==> src/rtl/reg_ctl_pkg.sv <==
// Shared types and constants for the register control unit: logical ids, ops, FSM states,
// one-hot physical GP select masks (bit 0 = af ... bit 11 = sp) and the decoded-select record.
package reg_ctl_pkg;

    typedef enum logic [3:0] {
        ID_BC = 4'd0,
        ID_DE = 4'd1,
        ID_HL = 4'd2,
        ID_AF = 4'd3,
        ID_SP = 4'd4,
        ID_IX = 4'd5,
        ID_IY = 4'd6,
        ID_WZ = 4'd7,
        ID_PC = 4'd8,
        ID_IR = 4'd9
    } reg_id_t;

    typedef enum logic [2:0] {
        OP_NOP     = 3'd0,
        OP_READ    = 3'd1,
        OP_WRITE   = 3'd2,
        OP_XFER    = 3'd3,
        OP_EX_AF   = 3'd4,
        OP_EXX     = 3'd5,
        OP_EX_DEHL = 3'd6,
        OP_RSVD    = 3'd7
    } reg_op_t;

    typedef enum logic [2:0] {
        S_IDLE = 3'd0,
        S_RD   = 3'd1,
        S_WR   = 3'd2,
        S_XF1  = 3'd3,
        S_XF2  = 3'd4,
        S_EXC  = 3'd5
    } state_t;

    localparam int GP_W = 12;

    localparam logic [GP_W-1:0] GP_AF  = 12'h001;
    localparam logic [GP_W-1:0] GP_AF2 = 12'h002;
    localparam logic [GP_W-1:0] GP_BC  = 12'h004;
    localparam logic [GP_W-1:0] GP_BC2 = 12'h008;
    localparam logic [GP_W-1:0] GP_DE  = 12'h010;
    localparam logic [GP_W-1:0] GP_DE2 = 12'h020;
    localparam logic [GP_W-1:0] GP_HL  = 12'h040;
    localparam logic [GP_W-1:0] GP_HL2 = 12'h080;
    localparam logic [GP_W-1:0] GP_IX  = 12'h100;
    localparam logic [GP_W-1:0] GP_IY  = 12'h200;
    localparam logic [GP_W-1:0] GP_WZ  = 12'h400;
    localparam logic [GP_W-1:0] GP_SP  = 12'h800;

    typedef struct packed {
        logic [GP_W-1:0] gp;
        logic            pc;
        logic            ir;
        logic            ok;
    } sel_t;

    function automatic logic is_sys(input logic [3:0] id);
        return (id == ID_PC) || (id == ID_IR);
    endfunction

endpackage

==> src/rtl/reg_sel_decode.sv <==
// Logical register id + bank flags -> one-hot physical select; purely combinational.
// IX/IY decode only when REG_CTL_IXIY_EN is defined, otherwise they report not-ok.
module reg_sel_decode
    import reg_ctl_pkg::*;
(
    input  logic [3:0] id,
    input  logic       bank_af,
    input  logic       bank_exx,
    input  logic [1:0] swap_dehl,
    output sel_t       sel
);

    logic swapped;
    assign swapped = swap_dehl[bank_exx];

    always_comb begin
        sel    = '0;
        sel.ok = 1'b1;
        case (id)
            ID_AF: sel.gp = bank_af  ? GP_AF2 : GP_AF;
            ID_BC: sel.gp = bank_exx ? GP_BC2 : GP_BC;
            // DE and HL trade places inside the active EXX bank when its swap flag is set
            ID_DE: sel.gp = swapped ? (bank_exx ? GP_HL2 : GP_HL)
                                    : (bank_exx ? GP_DE2 : GP_DE);
            ID_HL: sel.gp = swapped ? (bank_exx ? GP_DE2 : GP_DE)
                                    : (bank_exx ? GP_HL2 : GP_HL);
            ID_SP: sel.gp = GP_SP;
            ID_WZ: sel.gp = GP_WZ;
`ifdef REG_CTL_IXIY_EN
            ID_IX: sel.gp = GP_IX;
            ID_IY: sel.gp = GP_IY;
`endif
            ID_PC: sel.pc = 1'b1;
            ID_IR: sel.ir = 1'b1;
            default: sel.ok = 1'b0;
        endcase
    end

endmodule

==> src/rtl/reg_control.sv <==
// Register-file control FSM: one op at a time, outputs valid the cycle after acceptance,
// req_ready low until back in IDLE (1 busy cycle, 2 for XFER). Option macro: REG_CTL_IXIY_EN.
module reg_control
    import reg_ctl_pkg::*;
(
    input  logic        clk,
    input  logic        reset,
    input  logic        req_valid,
    output logic        req_ready,
    input  logic [2:0]  req_op,
    input  logic [3:0]  req_src,
    input  logic [3:0]  req_dst,
    input  logic        req_hi,
    input  logic        req_lo,
    output logic        done,
    output logic        err,
    output logic [11:0] reg_sel_gp,
    output logic        reg_sel_gp_hi,
    output logic        reg_sel_gp_lo,
    output logic        reg_gp_oe,
    output logic        reg_gp_we,
    output logic        reg_sel_pc,
    output logic        reg_sel_ir,
    output logic        reg_sel_sys_hi,
    output logic        reg_sel_sys_lo,
    output logic        reg_sys_oe,
    output logic        reg_sys_we_hi,
    output logic        reg_sys_we_lo,
    output logic        bank_af,
    output logic        bank_exx,
    output logic [1:0]  swap_dehl
);

    state_t          state, state_nxt;
    sel_t            src_dec, dst_dec;
    logic [GP_W-1:0] src_gp_q, dst_gp_q;
    logic            src_pc_q, src_ir_q, dst_pc_q, dst_ir_q;
    logic            hi_q, lo_q, err_q;
    logic            accept, req_bad, no_bytes;
    logic            rd_src, wr_dst, src_sys, dst_sys;

    reg_sel_decode u_src_dec (
        .id        (req_src),
        .bank_af   (bank_af),
        .bank_exx  (bank_exx),
        .swap_dehl (swap_dehl),
        .sel       (src_dec)
    );

    reg_sel_decode u_dst_dec (
        .id        (req_dst),
        .bank_af   (bank_af),
        .bank_exx  (bank_exx),
        .swap_dehl (swap_dehl),
        .sel       (dst_dec)
    );

    assign req_ready = (state == S_IDLE);
    assign accept    = req_valid && req_ready;
    assign no_bytes  = !req_hi && !req_lo;

    always_comb begin
        req_bad = 1'b0;
        case (req_op)
            OP_READ:  req_bad = !src_dec.ok || no_bytes;
            OP_WRITE: req_bad = !dst_dec.ok || no_bytes;
            OP_XFER:  req_bad = !src_dec.ok || !dst_dec.ok || no_bytes;
            default:  req_bad = 1'b0;
        endcase
    end

    always_ff @(posedge clk) begin
        if (reset) begin
            state <= S_IDLE;
        end else begin
            state <= state_nxt;
        end
    end

    always_comb begin
        state_nxt = state;
        case (state)
            S_IDLE: begin
                if (accept) begin
                    if (req_bad) begin
                        state_nxt = S_EXC;
                    end else begin
                        case (req_op)
                            OP_READ:  state_nxt = S_RD;
                            OP_WRITE: state_nxt = S_WR;
                            OP_XFER:  state_nxt = S_XF1;
                            default:  state_nxt = S_EXC;
                        endcase
                    end
                end
            end
            S_XF1:   state_nxt = S_XF2;
            default: state_nxt = S_IDLE;
        endcase
    end

    // Request capture; bank flags flip at acceptance so the next op sees the new mapping
    always_ff @(posedge clk) begin
        if (reset) begin
            src_gp_q  <= '0;
            dst_gp_q  <= '0;
            src_pc_q  <= 1'b0;
            src_ir_q  <= 1'b0;
            dst_pc_q  <= 1'b0;
            dst_ir_q  <= 1'b0;
            hi_q      <= 1'b0;
            lo_q      <= 1'b0;
            err_q     <= 1'b0;
            bank_af   <= 1'b0;
            bank_exx  <= 1'b0;
            swap_dehl <= 2'b00;
        end else if (accept) begin
            src_gp_q <= src_dec.gp;
            src_pc_q <= src_dec.pc;
            src_ir_q <= src_dec.ir;
            dst_gp_q <= dst_dec.gp;
            dst_pc_q <= dst_dec.pc;
            dst_ir_q <= dst_dec.ir;
            hi_q     <= req_hi;
            lo_q     <= req_lo;
            err_q    <= req_bad;
            case (req_op)
                OP_EX_AF:   bank_af  <= !bank_af;
                OP_EXX:     bank_exx <= !bank_exx;
                OP_EX_DEHL: swap_dehl[bank_exx] <= !swap_dehl[bank_exx];
                default: ;
            endcase
        end
    end

    assign src_sys = src_pc_q || src_ir_q;
    assign dst_sys = dst_pc_q || dst_ir_q;

    always_comb begin
        rd_src = (state == S_RD) || (state == S_XF1) || (state == S_XF2);
        wr_dst = (state == S_WR) || (state == S_XF2);

        done = (state == S_RD) || (state == S_WR) || (state == S_XF2) || (state == S_EXC);
        err  = (state == S_EXC) && err_q;

        reg_sel_gp = (rd_src ? src_gp_q : '0) | (wr_dst ? dst_gp_q : '0);
        reg_sel_pc = (rd_src && src_pc_q) || (wr_dst && dst_pc_q);
        reg_sel_ir = (rd_src && src_ir_q) || (wr_dst && dst_ir_q);

        reg_gp_oe  = rd_src && !src_sys;
        reg_sys_oe = rd_src && src_sys;
        reg_gp_we  = wr_dst && !dst_sys;

        reg_sel_gp_hi  = ((rd_src && !src_sys) || (wr_dst && !dst_sys)) && hi_q;
        reg_sel_gp_lo  = ((rd_src && !src_sys) || (wr_dst && !dst_sys)) && lo_q;
        reg_sel_sys_hi = ((rd_src && src_sys) || (wr_dst && dst_sys)) && hi_q;
        reg_sel_sys_lo = ((rd_src && src_sys) || (wr_dst && dst_sys)) && lo_q;
        reg_sys_we_hi  = wr_dst && dst_sys && hi_q;
        reg_sys_we_lo  = wr_dst && dst_sys && lo_q;
    end

endmodule

==> config.mk <==
export PLATFORM = sky130hd
export DESIGN_NAME = reg_control
export DESIGN_NICKNAME = d
export VERILOG_FILES = /design/src/rtl/reg_ctl_pkg.sv /design/src/rtl/reg_sel_decode.sv /design/src/rtl/reg_control.sv
export SDC_FILE = /design/constraint.sdc
export NUM_CORES = 1
export LEC_CHECK = 0
export ABC_AREA = 1
export BUFFER_PORTS_ARGS = -buffer_cell sky130_fd_sc_hd__buf_2
export CAP_MARGIN = 20
export CORE_ASPECT_RATIO = 2
export CORE_MARGIN = 4
export CORE_UTILIZATION = 48
export CTS_CLUSTER_SIZE = 30
export DETAILED_ROUTE_END_ITERATION = 6
export PLACE_DENSITY = 0.76
export SYNTH_ARGS = -nofsm -noshare
export SYNTH_HDL_FRONTEND = slang
export SYNTH_SLANG_ARGS = --single-unit
==> constraint.sdc <==
create_clock -name clk -period 1.25 [get_ports clk]
set_input_delay 0.25 -clock clk [delete_from_list [all_inputs] [get_ports clk]]
set_output_delay 0.25 -clock clk [all_outputs]
set_load 0.02 [all_outputs]
Yosys cells after proc, flatten, opt, wreduce, memory -nomap -nowiden
Index checks and enable logic that the tools add are counted.
{"block": "word_totals", "reg_bits": 38, "elab_cells": 119}
{"block": "classes", "n_lt_le_gt_ge": 2, "n_eq_ne": 26, "mux": 26, "bitwise": 1, "reduce_logical": 51}
{"operator": "$pmux 12 s6", "count": 2}
{"operator": "$mux 12", "count": 4}
{"operator": "$logic_and 1x1->1", "count": 18}
{"operator": "$eq 4x2->1 const B", "count": 4}
{"operator": "$eq 4x3->1 const B", "count": 4}
{"operator": "$eq 4x4->1 const B", "count": 4}
{"operator": "$logic_or 1x1->1", "count": 16}
{"operator": "$reduce_or 8->1", "count": 2}
{"operator": "$eq 3x3->1 const B", "count": 5}
{"operator": "$eq 3x2->1 const B", "count": 4}
{"operator": "$or 12x12->12", "count": 1}
{"operator": "$logic_not 1->1", "count": 9}
{"operator": "$mux 1", "count": 9}
{"operator": "$pmux 3 s3", "count": 1}
{"operator": "$eq 4x1->1 const B", "count": 2}
{"operator": "$logic_not 4->1", "count": 2}
{"operator": "$mux 8", "count": 1}
{"operator": "$eq 3x1->1 const B", "count": 2}
{"operator": "$mux 3", "count": 2}
{"operator": "$mux 6", "count": 1}
{"operator": "$pmux 3 s2", "count": 1}
{"operator": "$reduce_and 2->1", "count": 3}
{"operator": "$mux 4", "count": 1}
{"operator": "$logic_not 3->1", "count": 1}
{"operator": "other kinds (7)", "count": 7}

Depth between registers and ports, before layout
Gate-level depths: netlist (run 1).
{"block": "depth", "depth_word": 10, "depth_mapped": 8, "mapped_depth_nobuf": 8}

Modules after synthesis
A second synthesis (run 1) with hierarchy kept.
{"block": "unflattened", "cells_unflattened": 322, "area_unflattened_um2": 2139.6}
{"mod": "reg_control", "n_inst": 1, "cells_per_inst": 236, "area_each_um2": 1726.7, "seq_area_each_um2": 760.7}
{"mod": "reg_sel_decode", "n_inst": 2, "cells_per_inst": 43, "area_each_um2": 206.4, "seq_area_each_um2": 0.0}

Worst setup path before layout (run 1)
OpenSTA, ideal clock, no wires.
{"block": "synth_path", "kind": "flip-flop to output port", "startpoint": "reg state[0]", "endpoint": "out reg_sel_gp[10]", "arrival_ps": 1249, "required_time_ps": 1000, "path_slack_ps": -249, "path_stages_with_launch": 6, "path_buffers": 1, "cell_sequence": "dfxtp_1 -> inv_1 -> nor2_1 -> a21oi_1 -> buf_2 -> o21ai_0"}
{"block": "synth_between", "elab_chain_len": 5}
{"item": "start, declared", "line_no": "reg_control.sv:34", "source": "state_t state, state_nxt;"}
{"item": "start signal, assigned", "line_no": "reg_control.sv:76", "source": "state <= state_nxt;"}
{"item": "$eq 3x1->1 or $eq 3x2->1 (tied branches)", "line_no": "reg_control.sv:140", "source": "rd_src = (state == S_RD) || (state == S_XF1) || (state == S_XF2);"}
{"item": "$logic_or 1x1->1 (2 in a row)", "line_no": "reg_control.sv:140"}
{"item": "$mux 12", "line_no": "reg_control.sv:146", "source": "reg_sel_gp = (rd_src ? src_gp_q : '0) | (wr_dst ? dst_gp_q : '0);"}
{"item": "$or 12x12->12 (*)", "line_no": "reg_control.sv:146"}
{"item": "end, declared", "line_no": "reg_control.sv:17", "source": "output logic [11:0] reg_sel_gp,"}
Every way passes the cells marked *; elsewhere a longest branch is shown, timed or not.

Worst setup path after layout (run 1)
{"block": "layout_path", "startpoint": "reg state[1]", "endpoint": "out reg_sel_sys_lo"}
{"block": "layout_between", "elab_chain_len": 6}
{"item": "$eq 3x1->1 or $eq 3x2->1 (tied branches)", "line_no": "reg_control.sv:140"}
{"item": "$logic_or 1x1->1 (2 in a row)", "line_no": "reg_control.sv:140"}
{"item": "$logic_and 1x1->1", "line_no": "reg_control.sv:157", "source": "reg_sel_sys_lo = ((rd_src && src_sys) || (wr_dst && dst_sys)) && lo_q;"}
{"item": "$logic_or 1x1->1 (*)", "line_no": "reg_control.sv:157"}
{"item": "$logic_and 1x1->1 (*)", "line_no": "reg_control.sv:157"}
{"item": "end, declared", "line_no": "reg_control.sv:25", "source": "output logic reg_sel_sys_lo,"}
Marked as above.

==> impl_results.md, run 1 <==
- Status: finished with violations
- Failing checks: negative setup slack
- Vias in the first global route: 1974
- Chip height: 96.3 microns
- Placer's final routability congestion estimate: 0.846
- Die area: 0.00503 sq mm
- Final hold slack: 272 ps
- Final setup fails: 58
- CP endpoint kind: primary output
- Comb power frac: 0.246
- GR Util All Layers: 0.230
- WP data required: 1000 ps
- Largest fanout on the critical path: 4
- Via count: 2079
- Register area share after synthesis: 0.363
- Synth Warn #: 0
- Static Leak: 0.00116 uW
- Layout cells sized above 1: 0.389
- Num CTS Buffers: 5
- Port Buffers: 43
- Max VDD drop: 0.691 mV
- Fin. Hold Viols: 0
- Ports: 46
- Layout Skew: 1.99 ps
- Count of distinct cell types in the synthesized netlist: 28
- Share of the synthesized area in the top cell type: 0.363
- Post-Syn Area per Cell: 6.57 sq um
- DP Cell Count: 393
- Power Density: 930 mW/mm^2
- Peak Freq: 590 MHz
- Clk_lat worst skew: 280 ps
- Reg-to-reg slack, setup: -170 ps
- Sw Ratio: 0.307
- Row count: 31
- # DRC: 0
- CTS tree: built
- Final Max Slew Viols: 0
- Cell area after synthesis: 0.00187 sq mm
- Post-Synthesis Cells: 285
- RSZ-0062 raised after global routing: true
- N_diodes: 0
- Yosys top cell by area: dfxtp_1
- Antenna Nets Post-Route: 0
- Die Wd: 52.2 microns
- Core Footprint: 0.00368 sq mm
- Initial antenna violation count: 0
- Max_cap viols: 0
- Starting DRT DRC Count: 45
- CTS clock-pin slew for the worst setup and hold paths: 70 ps
- Initial Utilization: 0.508
- Crit start category: flip-flop
- Fin crit share: 1.36
- Synth area leaders: dfxtp_1 (36%), nand2_1 (11%), inv_1 (9.0%), nand3_1 (8.3%), nor2_1 (5.2%)
- Sequential power share: 0.436
- TNS Setup: -13380 ps
- Hold Crit Class: input pin to flip-flop
- Root buf cell: clkbuf_8
- Final WL: 5.31 mm
- Crit Path Class: flip-flop to primary output
- HPWL after DPL: 3.94 mm
- Final cell count without fillers: 404
- Yosys reg bits: 34
- Filler Cells Inserted: 316
- Final setup margin: -445 ps
- H-tree Lvls: 2
- Vias/cell: 5.15
- Total Nets Final: 370
- Total power: 2590 uW
- Syn-to-layout area delta: 49.0%
- Clk pwr share: 0.319
- WL/cell: 13.2 microns
- Max Root-Sink Buffers: 2
- Pint: 1800 uW
- Final period demand of the worst path: 1700 ps
- CP Data Arrival Time: 1450 ps
- Largest net degree at the start of global routing: 17
- Length of the first detailed-routing pass in iterations: 4
- Gr ovfl total: 0
- Clock sinks: 34
- Sw Pwr: 795 uW
- First-pass GRT wire length: 8.71 mm
## repair_timing
item	in CTS	in global routing
gates resized for setup	47	15
pin swaps	2	1
setup endpoints to repair	58	58
hold buffers	0	0
setup buffers	2	1
## cells in the mapped netlist
master / number
nand3_1: 31
nor3_2: 1
o21ai_1: 11
nand2_2: 2
nor2_4: 1
nor2_2: 2
clkinv_1: 1
nor2_1: 26
a21oi_1: 19
or2_2: 2
buf_6: 2
dfxtp_1: 34
buf_4: 5
nand2_1: 54
inv_6: 1
buf_2: 4
o21ai_0: 18
nor2_8: 1
o31ai_1: 5
nor3_1: 1
a211oi_1: 1
o21a_1: 1
o22ai_1: 11
clkbuf_1: 1
inv_2: 1
inv_1: 45
conb_1: 1
nand4_1: 3
## flip-flops by register name, summed over array words and instances, names as in the netlist
register   cells
swap_dehl      2
bank_af        1
dst_pc_q       1
dst_gp_q      10
src_pc_q       1
hi_q           1
src_gp_q      10
err_q          1
lo_q           1
dst_ir_q       1
bank_exx       1
state          3
src_ir_q       1
## area by class of cell
type / count / area [sq um] / share of cell area
Clock buffer: 7 / 86.3 / 0.0309
Sequential cell: 34 / 693 / 0.248
Inverter: 48 / 185 / 0.0663
Tap cell: 49 / 61.3 / 0.0220
Clock inverter: 1 / 5.00 / 0.00179
Timing Repair Buffer: 73 / 609 / 0.218
Multi-Input combinational cell: 192 / 1150 / 0.412
## kinds of logic (layout without fill, tap and decap cells)
group	after synthesis	count (layout)	synth area share
other cells	1	2	0.00200
buf+inv	60	129	0.144
compound gates	66	66	0.193
simple gates	124	124	0.298
flops	34	34	0.363
## power groups by stage
| stage | registers (uW) | logic, uW | clock network, uW |
|---|---|---|---|
| 2_1_floorplan | 1160 | 383 | 0 |
| 3_3_place_gp | 1160 | 564 | 0 |
| 3_5_place_dp | 1160 | 573 | 0 |
| 4_1_cts | 1130 | 612 | 840 |
| 5_1_grt | 1130 | 697 | 881 |
| 6_report | 1130 | 638 | 826 |
## cells in the final DEF, fill, tap and decap left out, types with 3 or more instances in the layout
cell,n
o22ai_1,8
buf_4,28
inv_1,39
o31ai_1,5
inv_2,7
nor2_2,6
nand4_1,3
o21ai_0,4
o21ai_1,12
nand2_2,11
buf_6,19
nor2_1,15
buf_2,22
nand3_1,31
buf_12,3
nor2_4,8
dfxtp_1,30
a21oi_1,18
o21ai_4,6
o21ai_2,7
nand2_1,45
dfxtp_4,3
clkbuf_8,6
## worst paths after layout
check              start        endpoint  depth (start not counted)
min               req_lo            lo_q                          3
min reg2reg  src_gp_q[6]     src_gp_q[6]                          2
max reg2reg     state[0]    swap_dehl[1]                          9
max             state[1]  reg_sel_sys_lo                          9
## critical path, stage by stage (launching register included)
cell and delay [ps]:
dfxtp_4 370, inv_2 40, o21ai_2 110, nand2_2 100, inv_2 100, nand2_2 70
o21ai_2 70, inv_2 80, nor2_4 90, buf_6 130
## through the flow
step                       util  cell area [sq um]  setup WS (ps)
after detailed placement  0.677               2500           -185
after CTS                 0.745               2750           -426
after global placement    0.677               2500           -162
after floorplan               -               2080          -71.7
after global routing      0.758               2790           -533
final                     0.758               2790           -445
## routing by layer
layer,vias up,part of all wire,global-route usage
li1,1061,-,-
met3,8,0.033,0.0372
met1,965,0.37,0.238
met2,45,0.58,0.443
met5,-,0,0
met4,0,0.015,0.0853
No activity file was read; power rests on OpenSTA's default activity.
==> run 2, diff against run 1 <==
--- a/config.mk
+++ b/config.mk
@@ -8,12 +8,14 @@
 export ABC_AREA = 1
 export BUFFER_PORTS_ARGS = -buffer_cell sky130_fd_sc_hd__buf_2
 export CAP_MARGIN = 20
+export CELL_PAD_IN_SITES_DETAIL_PLACEMENT = 0
+export CELL_PAD_IN_SITES_GLOBAL_PLACEMENT = 1
 export CORE_ASPECT_RATIO = 2
 export CORE_MARGIN = 4
-export CORE_UTILIZATION = 48
+export CORE_UTILIZATION = 33
 export CTS_CLUSTER_SIZE = 30
 export DETAILED_ROUTE_END_ITERATION = 6
-export PLACE_DENSITY = 0.76
+export PLACE_DENSITY_LB_ADDON = 0.1
 export SYNTH_ARGS = -nofsm -noshare
 export SYNTH_HDL_FRONTEND = slang
 export SYNTH_SLANG_ARGS = --single-unit
==> impl_results.md, run 2 (synthesis gave the netlist of run 1 again) <==
- Final instance area: 0.00314 sq mm (was 0.00279 sq mm)
- Initial Utilization: 0.343 (was 0.508)
- Core Footprint: 0.00547 sq mm (was 0.00368 sq mm)
- WP data required: 1000 ps (about the same)
- Largest net degree at the start of global routing: 18 (was 17)
- N_diodes: 0 (unchanged)
- Total power: 2770 uW (was 2590 uW)
- Ports: 46 (unchanged)
- Sequential power share: 0.408 (was 0.436)
- GR Util All Layers: 0.179 (was 0.230)
- Root buf cell: clkbuf_8 (unchanged)
- Vias/cell: 4.98 (was 5.15)
- Initial antenna violation count: 0 (unchanged)
- Vias in the first global route: 2023 (was 1974)
- Sw Ratio: 0.322 (was 0.307)
- Antenna Nets Post-Route: 0 (unchanged)
- Die Wd: 61.3 microns (was 52.2 microns)
- TNS Setup: -17640 ps (was -13380 ps)
- Commonest non-fill, non-tap cell in the layout: nand2_1 (unchanged)
- Clk pwr share: 0.312 (was 0.319)
- H-tree Lvls: 2 (unchanged)
- Hold path depth: 3 (unchanged)
- Gr ovfl total: 0 (unchanged)
- Peak Freq: 577 MHz (was 590 MHz)
- Layout cells sized above 1: 0.447 (was 0.389)
- Commonest cells after routing, fill and taps aside: nand2_1 (41), inv_1 (38), buf_4 (31) (was nand2_1 (45), inv_1 (39), nand3_1 (31))
- WL/cell: 14.0 microns (was 13.2 microns)
- Top Registers: dst_gp_q (10), src_gp_q (10), state (3) (unchanged)
- Row count: 38 (was 31)
- CP endpoint kind: primary output (unchanged)
- Max Root-Sink Buffers: 2 (unchanged)
- First-pass GRT wire length: 9.29 mm (was 8.71 mm)
- Placer's final routability congestion estimate: 0.851 (was 0.846)
- Hold Crit Class: input pin to flip-flop (unchanged)
- Max VDD drop: 0.592 mV (was 0.691 mV)
- Num CTS Buffers: 5 (unchanged)
- Crit Path Class: flip-flop to primary output (unchanged)
- Crit start category: flip-flop (unchanged)
- Final WL: 5.96 mm (was 5.31 mm)
- Comb power frac: 0.280 (was 0.246)
- Max_cap viols: 0 (unchanged)
- Clock sinks: 34 (unchanged)
- Final Max Slew Viols: 0 (unchanged)
- Static Leak: 0.00138 uW (was 0.00116 uW)
- Largest fanout on the critical path: 12 (was 4)
- Pint: 1880 uW (was 1800 uW)
- Length of the first detailed-routing pass in iterations: 4 (unchanged)
- Fin crit share: 1.39 (was 1.36)
- Final setup margin: -483 ps (was -445 ps)
- Sw Pwr: 894 uW (was 795 uW)
- HPWL after DPL: 4.45 mm (was 3.94 mm)
- Layout Skew: 7.54 ps (was 1.99 ps)
- Power Density: 884 mW/mm^2 (was 930 mW/mm^2)
- CP Data Arrival Time: 1480 ps (was 1450 ps)
- Fin. Hold Viols: 0 (unchanged)
- RSZ-0062 raised after global routing: true (unchanged)
- Port Buffers: 43 (unchanged)
- Status: finished with violations (unchanged)
- R2R depth: 8 (was 9)
- CTS tree: built (unchanged)
- CTS clock-pin slew for the worst setup and hold paths: 70 ps (about the same)
- DP Area: 0.00255 sq mm (was 0.00250 sq mm)
- Die area: 0.00702 sq mm (was 0.00503 sq mm)
- Final period demand of the worst path: 1730 ps (was 1700 ps)
- Failing checks: negative setup slack (unchanged)
- Via count: 2126 (was 2079)
- Starting DRT DRC Count: 62 (was 45)
- Chip height: 115 microns (was 96.3 microns)
- Final setup fails: 58 (unchanged)
- Total Nets Final: 382 (was 370)
- # DRC: 0 (unchanged)
- Syn-to-layout area delta: 67.5% (was 49.0%)
- Clk_lat worst skew: 290 ps (was 280 ps)
run 2: routing by layer:
layer / part of all wire / wire length (microns) / GRT usage
met5: 0 / 0 / 0
met4: 0.018 / 108 / 0.0608
met3: 0.029 / 171 / 0.0271
met2: 0.56 / 3360 / 0.318
met1: 0.39 / 2320 / 0.208
run 2: power by group through the flow:
stage / Sequential (uW) / Clock, uW / Combinational, uW
final: 1130 / 866 / 777
after global routing: 1130 / 931 / 844
after CTS: 1130 / 886 / 652
after detailed placement: 1160 / 0 / 608
after global placement: 1160 / 0 / 608
after floorplan: 1160 / 0 / 383
run 2: area by class of cell:
cell class / count / area, sq um
fill: 543 / 2330
clock buffer: 6 / 82.6
clock inverter: 2 / 11.3
timing repair buffer: 85 / 781
inverter: 48 / 195
tap: 60 / 75.1
multi-input combinational: 192 / 1300
sequential: 34 / 696
run 2: critical path, cell delays in order (launching register included):
cell and delay (ps):
dfxtp_4 360, buf_4 120, nor2_4 40, a21oi_4 240
buf_12 220, o22ai_4 90, buf_6 130
run 2: final timing paths:
kind | slack [ps] | start | end
worst max-delay path | -480 | state[1] | reg_sel_pc
worst min-delay path | 260 | req_dst[0] | dst_gp_q[10]
worst max register to register | -270 | state[1] | dst_pc_q
worst min register to register | 470 | src_gp_q[4] | src_gp_q[4]
run 2: what timing repair did:
item | in CTS | in global routing
gates cloned | 0 | 1
gates resized for setup | 56 | 59
pin swaps | 3 | 8
setup buffers | 2 | 8
endpoints found under the setup margin | 58 | 59
hold buffers | 0 | 0
run 2: stage by stage:
stage	setup slack (ps)	hold WS [ps]	instances	util
floorplan	-71.7	410	286	-
global placement	-167	453	410	0.467
detailed placement	-167	456	410	0.467
CTS	-436	260	420	0.517
global route	-577	273	427	0.574
finish	-483	263	427	0.574
==> run 3, diff against run 2 <==
--- a/config.mk
+++ b/config.mk
@@ -15,7 +15,7 @@
 export CORE_UTILIZATION = 33
 export CTS_CLUSTER_SIZE = 30
 export DETAILED_ROUTE_END_ITERATION = 6
-export PLACE_DENSITY_LB_ADDON = 0.1
+export PLACE_DENSITY = 0.83
 export SYNTH_ARGS = -nofsm -noshare
 export SYNTH_HDL_FRONTEND = slang
 export SYNTH_SLANG_ARGS = --single-unit
==> impl_results.md, run 3 (synthesis gave the netlist of run 1 again) <==
- Slowest Stage Delay on Critical Path: 390 ps (was 360 ps)
- First-pass GRT wire length: 9.06 mm (was 9.29 mm)
- Reg-to-reg slack, setup: -280 ps (was -270 ps)
- DP Area: 0.00253 sq mm (was 0.00255 sq mm)
- GR Util All Layers: 0.170 (was 0.179)
- Clock sinks: 34 (unchanged)
- WP data required: 1000 ps (about the same)
- Vias in the first global route: 1965 (was 2023)
- Port Buffers: 43 (unchanged)
- Final setup fails: 58 (unchanged)
- Cts hold-fix bufs: 0 (unchanged)
- Commonest non-fill, non-tap cell in the layout: inv_1 (was nand2_1)
- Commonest cells after routing, fill and taps aside: inv_1 (37), buf_6 (33), nand2_1 (30), dfxtp_1 (30), buf_4 (25) (was nand2_1 (41), inv_1 (38), buf_4 (31))
- Ports: 46 (unchanged)
- Starting DRT DRC Count: 59 (was 62)
- Met3 Wirelength: 214 microns (was 171 microns)
- CP endpoint kind: primary output (unchanged)
- Initial Utilization: 0.343 (unchanged)
- Wl on met1: 2.35 mm (was 2.32 mm)
- Fin crit share: 1.40 (was 1.39)
- Met2 Wirelength: 3.48 mm (was 3.36 mm)
- Final WL: 6.21 mm (was 5.96 mm)
- Utilization after layout: 0.635 (was 0.574)
- Row count: 38 (unchanged)
- TNS Setup: -18200 ps (was -17640 ps)
- WL/cell: 14.5 microns (was 14.0 microns)
- Final instance area: 0.00347 sq mm (was 0.00314 sq mm)
- Die Wd: 61.3 microns (unchanged)
- Via count: 2134 (was 2126)
- CP Data Arrival Time: 1510 ps (was 1480 ps)
- Filler Cells Inserted: 458 (was 543)
- Num CTS Buffers: 5 (unchanged)
- Crit start category: flip-flop (unchanged)
- Hold Crit Class: input pin to flip-flop (unchanged)
- Static Leak: 0.00142 uW (was 0.00138 uW)
- Status: finished with violations (unchanged)
- Crit Path Class: flip-flop to primary output (unchanged)
- Largest fanout on the critical path: 4 (was 12)
- N_diodes: 0 (unchanged)
- Largest net degree at the start of global routing: 17 (was 18)
- Cell Chain, Critical Path: inv_4, o21ai_2, nand2_2, inv_4, nand2_4, o21ai_2, inv_2, nor2_4, buf_6 (was buf_4, nor2_4, a21oi_4, buf_12, o22ai_4, buf_6)
- Gr ovfl total: 0 (unchanged)
- Max layer used: met4 (unchanged)
- H-tree Lvls: 2 (unchanged)
- Die area: 0.00702 sq mm (unchanged)
- Layout cells sized above 1: 0.579 (was 0.447)
- Failing checks: negative setup slack (unchanged)
- Length of the first detailed-routing pass in iterations: 5 (was 4)
- Top Registers: dst_gp_q (10), src_gp_q (10), state (3) (unchanged)
- Final period demand of the worst path: 1760 ps (was 1730 ps)
- RSZ-0062 raised after global routing: true (unchanged)
- Peak Freq: 570 MHz (was 577 MHz)
- Placer's final routability congestion estimate: 0.840 (was 0.851)
- Power Density: 941 mW/mm^2 (was 884 mW/mm^2)
- # DRC: 0 (unchanged)
- Max_cap viols: 0 (unchanged)
- Final setup margin: -505 ps (was -483 ps)
- Core Footprint: 0.00547 sq mm (unchanged)
- Root buf cell: clkbuf_8 (unchanged)
- Syn-to-layout area delta: 85.5% (was 67.5%)
- Final Max Slew Viols: 0 (unchanged)
- Layout Skew: 6.88 ps (was 7.54 ps)
- Max VDD drop: 0.659 mV (was 0.592 mV)
- CTS clock-pin slew for the worst setup and hold paths: 80 ps (was 70 ps)
- Initial antenna violation count: 0 (unchanged)
- Max Root-Sink Buffers: 2 (unchanged)
- Chip height: 115 microns (unchanged)
- Total power: 3270 uW (was 2770 uW)
- CTS tree: built (unchanged)
- Fin. Hold Viols: 0 (unchanged)
- HPWL after DPL: 4.16 mm (was 4.45 mm)
- Worst slack, placed: -194 ps (was -167 ps)
- Total Nets Final: 383 (was 382)
- Clk_lat worst skew: 290 ps (about the same)
- Vias/cell: 4.99 (was 4.98)
- Antenna Nets Post-Route: 0 (unchanged)
- Slowest cell on crit path: dfxtp_4 (unchanged)
## run 3: cell count changes in the layout (fill, tap and decap cells not counted), moves of 3 or more
cell / change
a21oi_1: -6
nand2_2: +10
buf_6: +3
nand2_1: -11
nand3_2: +10
buf_4: -6
o21ai_2: +13
o21ai_1: -10
o31ai_2: +4
nand3_4: +3
o31ai_1: -5
nand3_1: -13
a21oi_2: +7
## run 3: layout make-up
cell class                 instances  area, sq um  area share
sequential                        34          693       0.199
inverter                          48          205      0.0591
timing repair buffer              85          840       0.242
multi-input combinational        192         1510       0.435
clock inverter                     3         68.8      0.0198
clock buffer                       5         68.8      0.0198
timing repair inverter             1         11.3     0.00324
tap                               60         75.1      0.0216
## run 3: timing repair
action / 4_1_cts / 5_1_grt
gates cloned: 0 / 4
endpoints found under the hold margin: 0 / 0
setup endpoints to repair: 58 / 59
pin swaps: 3 / 15
gates resized for setup: 46 / 133
buffers inserted: 1 / 8
## run 3: power by group
part           leakage, uW  internal (uW)  switching, uW
clock            0.0000683            799            445
sequential        0.000278           1110           26.9
combinational      0.00107            379            513
## run 3: path summary, 6_finish.rpt
check | cells past startpoint | to | start
worst max register to register | 9 | dst_gp_q[1] | state[0]
worst max-delay path | 9 | reg_sel_sys_lo | state[1]
worst min register to register | 2 | dst_gp_q[11] | dst_gp_q[11]
worst min-delay path | 3 | lo_q | req_lo
## run 3: worst max-delay path: cells and delay by family, from the launching register on
kind	cells	cell delay [ps]
flip-flops	1	390
buffers and inverters	4	330
AND/OR/NAND/NOR	3	280
AO/OA/AOI/OAI	2	210
## run 3: stage by stage
step,hold slack [ps],cells
2_1_floorplan,410,286
3_3_place_gp,453,407
3_5_place_dp,454,407
4_1_cts,249,416
5_1_grt,240,428
6_report,224,428
## run 3: metal layers
| metal | up-vias | track usage |
|---|---|---|
| met2 | 48 | 0.303 |
| met1 | 985 | 0.198 |
| met5 | - | 0 |
| met3 | 14 | 0.0248 |
| li1 | 1087 | - |
| met4 | 0 | 0.0564 |
